<file path="config.mk">
export PLATFORM = sky130hd
export DESIGN_NAME = dat_mem_arb
export DESIGN_NICKNAME = d
export VERILOG_FILES = /design/src/rtl/dat_mem_arb.sv
export SDC_FILE = /design/constraint.sdc
export NUM_CORES = 1
export LEC_CHECK = 0
export CAP_MARGIN = 10
export CORE_MARGIN = 2
export CORE_UTILIZATION = 44
export CTS_CLUSTER_SIZE = 8
export DETAILED_ROUTE_END_ITERATION = 8
export PLACE_DENSITY = 0.82
export SYNTH_ARGS = -nofsm -noshare
export SYNTH_HDL_FRONTEND = slang
export SYNTH_SLANG_ARGS = --single-unit
</file>
<file path="constraint.sdc">
create_clock -name clk -period 6 [get_ports clk]
set_input_delay 0.6 -clock clk [delete_from_list [all_inputs] [get_ports clk]]
set_output_delay 0.6 -clock clk [all_outputs]
set_load 0.01 [all_outputs]
</file>
<file path="src/rtl/dat_mem_arb.sv">
// Port arbiter for the single-port 8x256 data memory: CPU accesses get priority,
// and a byte-by-byte copy engine runs in the gaps with a starvation guard.
module dat_mem_arb #(
    parameter int unsigned STARVE_LIMIT = 4
) (
    input  logic       clk,
    input  logic       reset,
    input  logic       cpu_req,
    input  logic       cpu_wr,
    input  logic [7:0] cpu_addr,
    input  logic [7:0] cpu_wdata,
    output logic       cpu_gnt,
    output logic [7:0] cpu_rdata,
    input  logic       dma_start,
    input  logic [7:0] dma_src,
    input  logic [7:0] dma_dst,
    input  logic [7:0] dma_len,
    output logic       dma_busy,
    output logic       dma_done,
    output logic [7:0] mem_addr,
    output logic       mem_wr_en,
    output logic [7:0] mem_din,
    input  logic [7:0] mem_dout
);

    localparam logic [3:0] LP_LIMIT = 4'(STARVE_LIMIT);

    typedef enum logic [1:0] {
        ST_IDLE  = 2'd0,
        ST_READ  = 2'd1,
        ST_WRITE = 2'd2,
        ST_DONE  = 2'd3
    } state_t;

    state_t     r_state, w_state_next;
    logic [7:0] r_src_ptr, w_src_ptr_next;
    logic [7:0] r_dst_ptr, w_dst_ptr_next;
    logic [7:0] r_cnt, w_cnt_next;
    logic [7:0] r_buf, w_buf_next;
    logic [3:0] r_starve, w_starve_next;
    logic       w_engine_active;
    logic       w_dma_owns;

    assign w_engine_active = (r_state == ST_READ) || (r_state == ST_WRITE);
    // The engine takes the port when the CPU is quiet, or when it has waited long enough.
    assign w_dma_owns = w_engine_active && (!cpu_req || (r_starve == LP_LIMIT));

    assign cpu_gnt   = cpu_req & ~w_dma_owns;
    assign cpu_rdata = mem_dout;
    assign dma_busy  = w_engine_active;
    assign dma_done  = (r_state == ST_DONE);

    always_comb begin
        mem_addr  = cpu_addr;
        mem_din   = cpu_wdata;
        mem_wr_en = cpu_req & cpu_wr;
        if (w_dma_owns) begin
            if (r_state == ST_READ) begin
                mem_addr  = r_src_ptr;
                mem_wr_en = 1'b0;
            end else begin
                mem_addr  = r_dst_ptr;
                mem_din   = r_buf;
                mem_wr_en = 1'b1;
            end
        end
        if (reset) begin
            mem_wr_en = 1'b0;
        end
    end

    always_comb begin
        w_state_next   = r_state;
        w_src_ptr_next = r_src_ptr;
        w_dst_ptr_next = r_dst_ptr;
        w_cnt_next     = r_cnt;
        w_buf_next     = r_buf;
        w_starve_next  = 4'd0;
        unique case (r_state)
            ST_IDLE: begin
                if (dma_start) begin
                    w_src_ptr_next = dma_src;
                    w_dst_ptr_next = dma_dst;
                    w_cnt_next     = dma_len;
                    w_state_next   = (dma_len != 8'd0) ? ST_READ : ST_DONE;
                end
            end
            ST_READ: begin
                if (w_dma_owns) begin
                    w_buf_next     = mem_dout;
                    w_src_ptr_next = r_src_ptr + 8'd1;
                    w_state_next   = ST_WRITE;
                end else begin
                    w_starve_next = r_starve + 4'd1;
                end
            end
            ST_WRITE: begin
                if (w_dma_owns) begin
                    w_dst_ptr_next = r_dst_ptr + 8'd1;
                    w_cnt_next     = r_cnt - 8'd1;
                    w_state_next   = (r_cnt == 8'd1) ? ST_DONE : ST_READ;
                end else begin
                    w_starve_next = r_starve + 4'd1;
                end
            end
            default: begin
                w_state_next = ST_IDLE;
            end
        endcase
    end

    always_ff @(posedge clk) begin
        if (reset) begin
            r_state   <= ST_IDLE;
            r_src_ptr <= 8'd0;
            r_dst_ptr <= 8'd0;
            r_cnt     <= 8'd0;
            r_buf     <= 8'd0;
            r_starve  <= 4'd0;
        end else begin
            r_state   <= w_state_next;
            r_src_ptr <= w_src_ptr_next;
            r_dst_ptr <= w_dst_ptr_next;
            r_cnt     <= w_cnt_next;
            r_buf     <= w_buf_next;
            r_starve  <= w_starve_next;
        end
    end

endmodule

</file>
**Yosys cells after proc, flatten, opt, wreduce, memory -nomap -nowiden**

Cells that the tools add are included.

- Flip-flop bits (word level): 38

- $add $sub $neg: 4
- Equality and inequality tests: 8
- Multiplexer cells: 22
- Bitwise operators: 4
- Reductions and logical operators: 14

Operators by type and width:

| operator | number |
|---|---|
| $mux 8 | 10 |
| $pmux 8 s2 | 3 |
| $add 8x1->8 const B | 2 |
| $mux 2 | 5 |
| $reduce_and 3->1 | 3 |
| $eq 8x1->1 const B | 1 |
| $reduce_bool 8->1 | 1 |
| $sub 8x1->8 const B | 1 |
| $ne 2x2->1 const B | 3 |
| $pmux 2 s3 | 1 |
| $add 4x1->4 const B | 1 |
| $eq 2x2->1 const B | 2 |
| $eq 4x3->1 const B | 1 |
| $reduce_bool 2->1 | 2 |
| $mux 1 | 3 |
| $reduce_or 3->1 | 1 |
| $and 1x1->1 | 2 |
| $eq 2x1->1 const B | 1 |
| $logic_not 2->1 | 1 |
| $logic_or 1x1->1 | 2 |
| $not 1->1 | 2 |
| $reduce_and 2->1 | 1 |
| $reduce_or 2->1 | 1 |
| $logic_and 1x1->1 | 1 |
| $logic_not 1->1 | 1 |

**Logic depth before layout (Yosys ltp)**

- Word-level depth: 5
- Depth in mapped cells: 8
- Depth with buffers taken out: 6

**Worst setup path after synthesis**

OpenSTA, ideal clock, no wires.

- Path kind: register to output
- Start: register r_state[0]
- End: output mem_addr[0]
- Data arrival time: 1.864 ns
- Slack: 3.536 ns
- Stages on the path, launching flop included: 9
- Buffers on the path: 2
- Path through: dfxtp_1 -> inv_1 -> ha_1 -> and4b_1 -> buf_4 -> nor2_1 -> buf_2 -> nand2_1 -> o21ai_0

- Word-level cells in the longest chain between the ends: 4
- Elaborated cells between the ends (all ways): 6
- Classes of those cells: eq/ne (2); mux (2); reduce/logical (2)

Ends and longest elaborated chain:

| item | line | RTL |
|---|---|---|
| start: declaration | 35 | `state_t r_state, w_state_next;` |
| start signal: assignment | 121 | `r_state <= w_state_next;` |
| $eq 2x1->1 / $eq 2x2->1 (equally long branches) | 44 | `assign w_engine_active = (r_state == ST_READ) \|\| (r_state == ST_WRITE);` |
| $logic_or 1x1->1 (*) | 44 |  |
| via dma_busy | 18 | `output logic dma_busy,` |
| $logic_and 1x1->1 (*) | 46 | `assign w_dma_owns = w_engine_active && (!cpu_req \|\| (r_starve == LP_LIMIT));` |
| $mux 8 (*) | 57 | `if (w_dma_owns) begin` |
| end: declaration | 20 | `output logic [7:0] mem_addr,` |

The timed path passes the listed nets; every way through them passes the cells marked *.

**Worst setup path in the final report**

- Start: register r_state[0]
- End: output mem_addr[7]

- Word-level cells in the longest chain between the ends: 4
- Elaborated cells between the ends (all ways): 6
- Classes of those cells: eq/ne (2); mux (2); reduce/logical (2)

Ends and longest elaborated chain:

| item | line |
|---|---|
| $eq 2x1->1 / $eq 2x2->1 (equally long branches) | 44, 58 |
| $logic_or 1x1->1 | 44 |
| $logic_and 1x1->1 | 46 |
| $mux 8 (*) | 57 |

Mark *: on every way between the ends. The rest lies on a longest branch, timed or not.

==> impl_metrics.csv <==
group,metric,value,unit
run_status,status,"finished clean",
finish,final_common_cell,"clkdlybuf4s50_1",
setup_path,r2r_end,"r_src_ptr[5]",
timing,period_share,61.47,%
logic_synthesis,ys_ff_latch,38,
finish,diodes,0,
clock_network,cts_tree,"built",
logic_synthesis,syn_nets,392,
place,portBuffers,80,
power_and_ir_drop,p_int,578.2,uW
logic_synthesis,synth-edff-count,0,
global_route,grt_pass1_wl,11470,um
logic_synthesis,async_reset_ff_share,0,%
power_and_ir_drop,power_density,267.3,nW/um^2
finish,syn2layout_area_growth,32.41,%
global_route,grt_pass1_vias,2485,
logic_synthesis,synth_cell_types,63,
setup_path,rr_worst_depth,6,
setup_path,arrival,3090,ps
logic_synthesis,synth-main-ff-cell,"dfxtp_1",
finish,fin_cells,469,
clock_network,hold_buffers,0,
logic_synthesis,synthTopCellsByArea,"dfxtp_1, a21oi_1, nand2_1",
logic_synthesis,ys_warn_count,0,
timing,max_freq,271.1,MHz
clock_network,cts_resized,0,
finish,final_cell_mix,"clkdlybuf4s50_1, dfxtp_1, nand2_1",
clock_network,insertion_delay,300,ps
setup_path,cp-start-kind,"register",
finish,final-seq-area,760.7,um^2
logic_synthesis,netlist_area,2664,um^2
routing,wl_per_cell,15.18,um
die,die_y,81.81,um
clock_network,clk_path_buf_depth,2,
routing,detail_route.vias_per_cell,5.725,
timing,tightest_slew,975.4,ps
die,start_util,45.26,%
power_and_ir_drop,leakagePower,1.232,nW
clock_network,ctsRootBufferMaster,"clkbuf_8",
setup_path,regToRegStartpoint,"r_state[0]",
hold_path,holdPathStages,2,
timing,maxSlewViolCount,0,
die,io_pins,81,
finish,nets,456,
global_route,grt_overflow_total,0,
power_and_ir_drop,p_switching,364.5,uW
power_and_ir_drop,combPwrFrac,44.9,%
setup_path,required,5400,ps
timing,setup_viol,0,
logic_synthesis,postSynthCellCount,329,
setup_path,rrSetupSlack,3570,ps
clock_network,clk_pin_slew,70,ps
finish,fin_area,3527,um^2
timing,fin_skew,3.778,ps
die,dieArea,6693,um^2
place,dp.cells,461,
routing,first_pass_iters,4,
timing,layout_min_cycle_time,3688,ps
clock_network,cts_sinks,38,
job,maxCapViolCount,0,
logic_synthesis,avgSynthCellArea,8.097,um^2
hold_path,whs_endpoint,"r_buf[4]",
global_route,antenna_found_initial,0,
logic_synthesis,synth_seq_area_share,28.56,%
place,hpwl,5248,um
clock_network,h-tree-depth,2,
logic_synthesis,synth_top_area_cell,"dfxtp_1",
power_and_ir_drop,clkPwrFrac,19.8,%
timing,hold_viol_final,0,
timing,slew_headroom,34.73,%
place,gp_congestion,0.9003,
clock_network,post_cts_buffers,0,
die,die_width,81.81,um
routing,wirelength,7120,um
finish,multiInputGateArea,1702,um^2
finish,fillCellCount,519,
hold_path,hold_path.class,"reg2reg",
timing,rsz0062_at_grt,"no",
routing,first_iter_violations,177,
global_route,grt_max_degree,37,
routing,drc,0,
power_and_ir_drop,power.share.sequential,35.4,%
global_route,grt_use_total,21.87,%
routing,dr_total_vias,2685,
die,rows,28,
setup_path,crit_path_max_fanout,17,
setup_path,crit_type,"reg2out",
die,core_area,5886,um^2
power_and_ir_drop,p_sw_share,38.66,%
setup_path,endpoint_kind,"primary output",
power_and_ir_drop,ir_drop,0.1334,mV
logic_synthesis,yosysTopAreaCellShare,28.56,%
place,postPlaceCellArea,3436,um^2
finish,drive_gt1_share,9.137,%
routing,final_antenna_net_count,0,
timing,fin_tns_setup,0,ps
hold_path,worstHoldStart,"r_buf[4]",
clock_network,numCtsBuffers,5,
final cells by class:
type	instances	share of cell area [%]
tap	75	2.661
timing repair buffer	84	23.55
sequential	38	21.57
inverter	13	1.383
multi-input combinational	251	48.24
clock inverter	1	0.1419
clock buffer	7	2.448
kinds of logic (layout without fill, tap and decap cells):
group           after synthesis  in the layout  synth area share (%)
xor+xnor                      2              2                0.6577
simple gates                118            118                 22.83
compound gates               98             98                 26.45
mux                          23             23                 9.253
fa+ha+maj                    10             10                 4.697
flops                        38             38                 28.56
buf+inv                      40            105                 7.562
cells in the mapped netlist (3+ instances only):
library cell  number
dfxtp_1           38
nand2_1           36
a21oi_1           27
o21ai_0           19
nor2_1            18
nand3_1           16
mux2i_1           13
buf_4             12
inv_1             12
ha_1              10
mux2_2             9
clkbuf_1           8
nand4_1            7
a31oi_1            6
and3_1             6
nor4_1             6
a211oi_1           5
buf_2              5
nand2b_1           5
nor3_1             5
o211ai_1           5
a31o_2             4
nor2b_1            4
a311oi_1           3
and2_1             3
o31ai_1            3
state kept, by name, indices dropped and copies added (netlist names):
signal     cells
r_cnt          8
r_state        2
r_src_ptr      8
r_dst_ptr      8
r_starve       4
r_buf          8
power groups by stage:
stage / clock network, mW / registers, mW / logic, mW
2_1_floorplan: 0 / 0.326 / 0.291
3_3_place_gp: 0 / 0.336 / 0.413
3_5_place_dp: 0 / 0.338 / 0.421
4_1_cts: 0.188 / 0.332 / 0.423
5_1_grt: 0.202 / 0.341 / 0.466
6_report: 0.186 / 0.334 / 0.423
worst max-delay path, cell delays in order (launching register included):
cell             delay [ps]
dfxtp_1                 390
inv_1                    80
ha_1                    400
and4b_1                 330
nor2_1                  760
nand2_1                 130
o21ai_0                 120
clkdlybuf4s50_1         560
worst max-delay path by stage:
stage | start | to
6_report | r_state[0] | mem_addr[7]
5_1_grt | r_state[0] | mem_addr[7]
4_1_cts | r_state[0] | mem_addr[7]
3_5_place_dp | cpu_req | mem_addr[7]
3_3_place_gp | cpu_req | mem_addr[4]
2_1_floorplan | r_state[0] | mem_addr[0]
routing by layer:
layer | wire length, um | GRT usage [%]
met5 | 0 | 0
met1 | 3052 | 27.83
met4 | 53 | 6.333
met2 | 3560 | 37.48
met3 | 454 | 4.176
per-stage QoR:
step	utilization, %	total power [mW]	hold WS (ps)	setup slack, ps
CTS	59.93	0.9438	459.3	2285
global route	59.93	1.009	484.0	2076
global placement	58.38	0.7488	440.4	2510
floorplan	-	0.6168	429.7	3536
detailed placement	58.38	0.7596	447.8	2382
finish	59.93	0.9427	457.9	2312
Power figures use the tool's default switching activity.
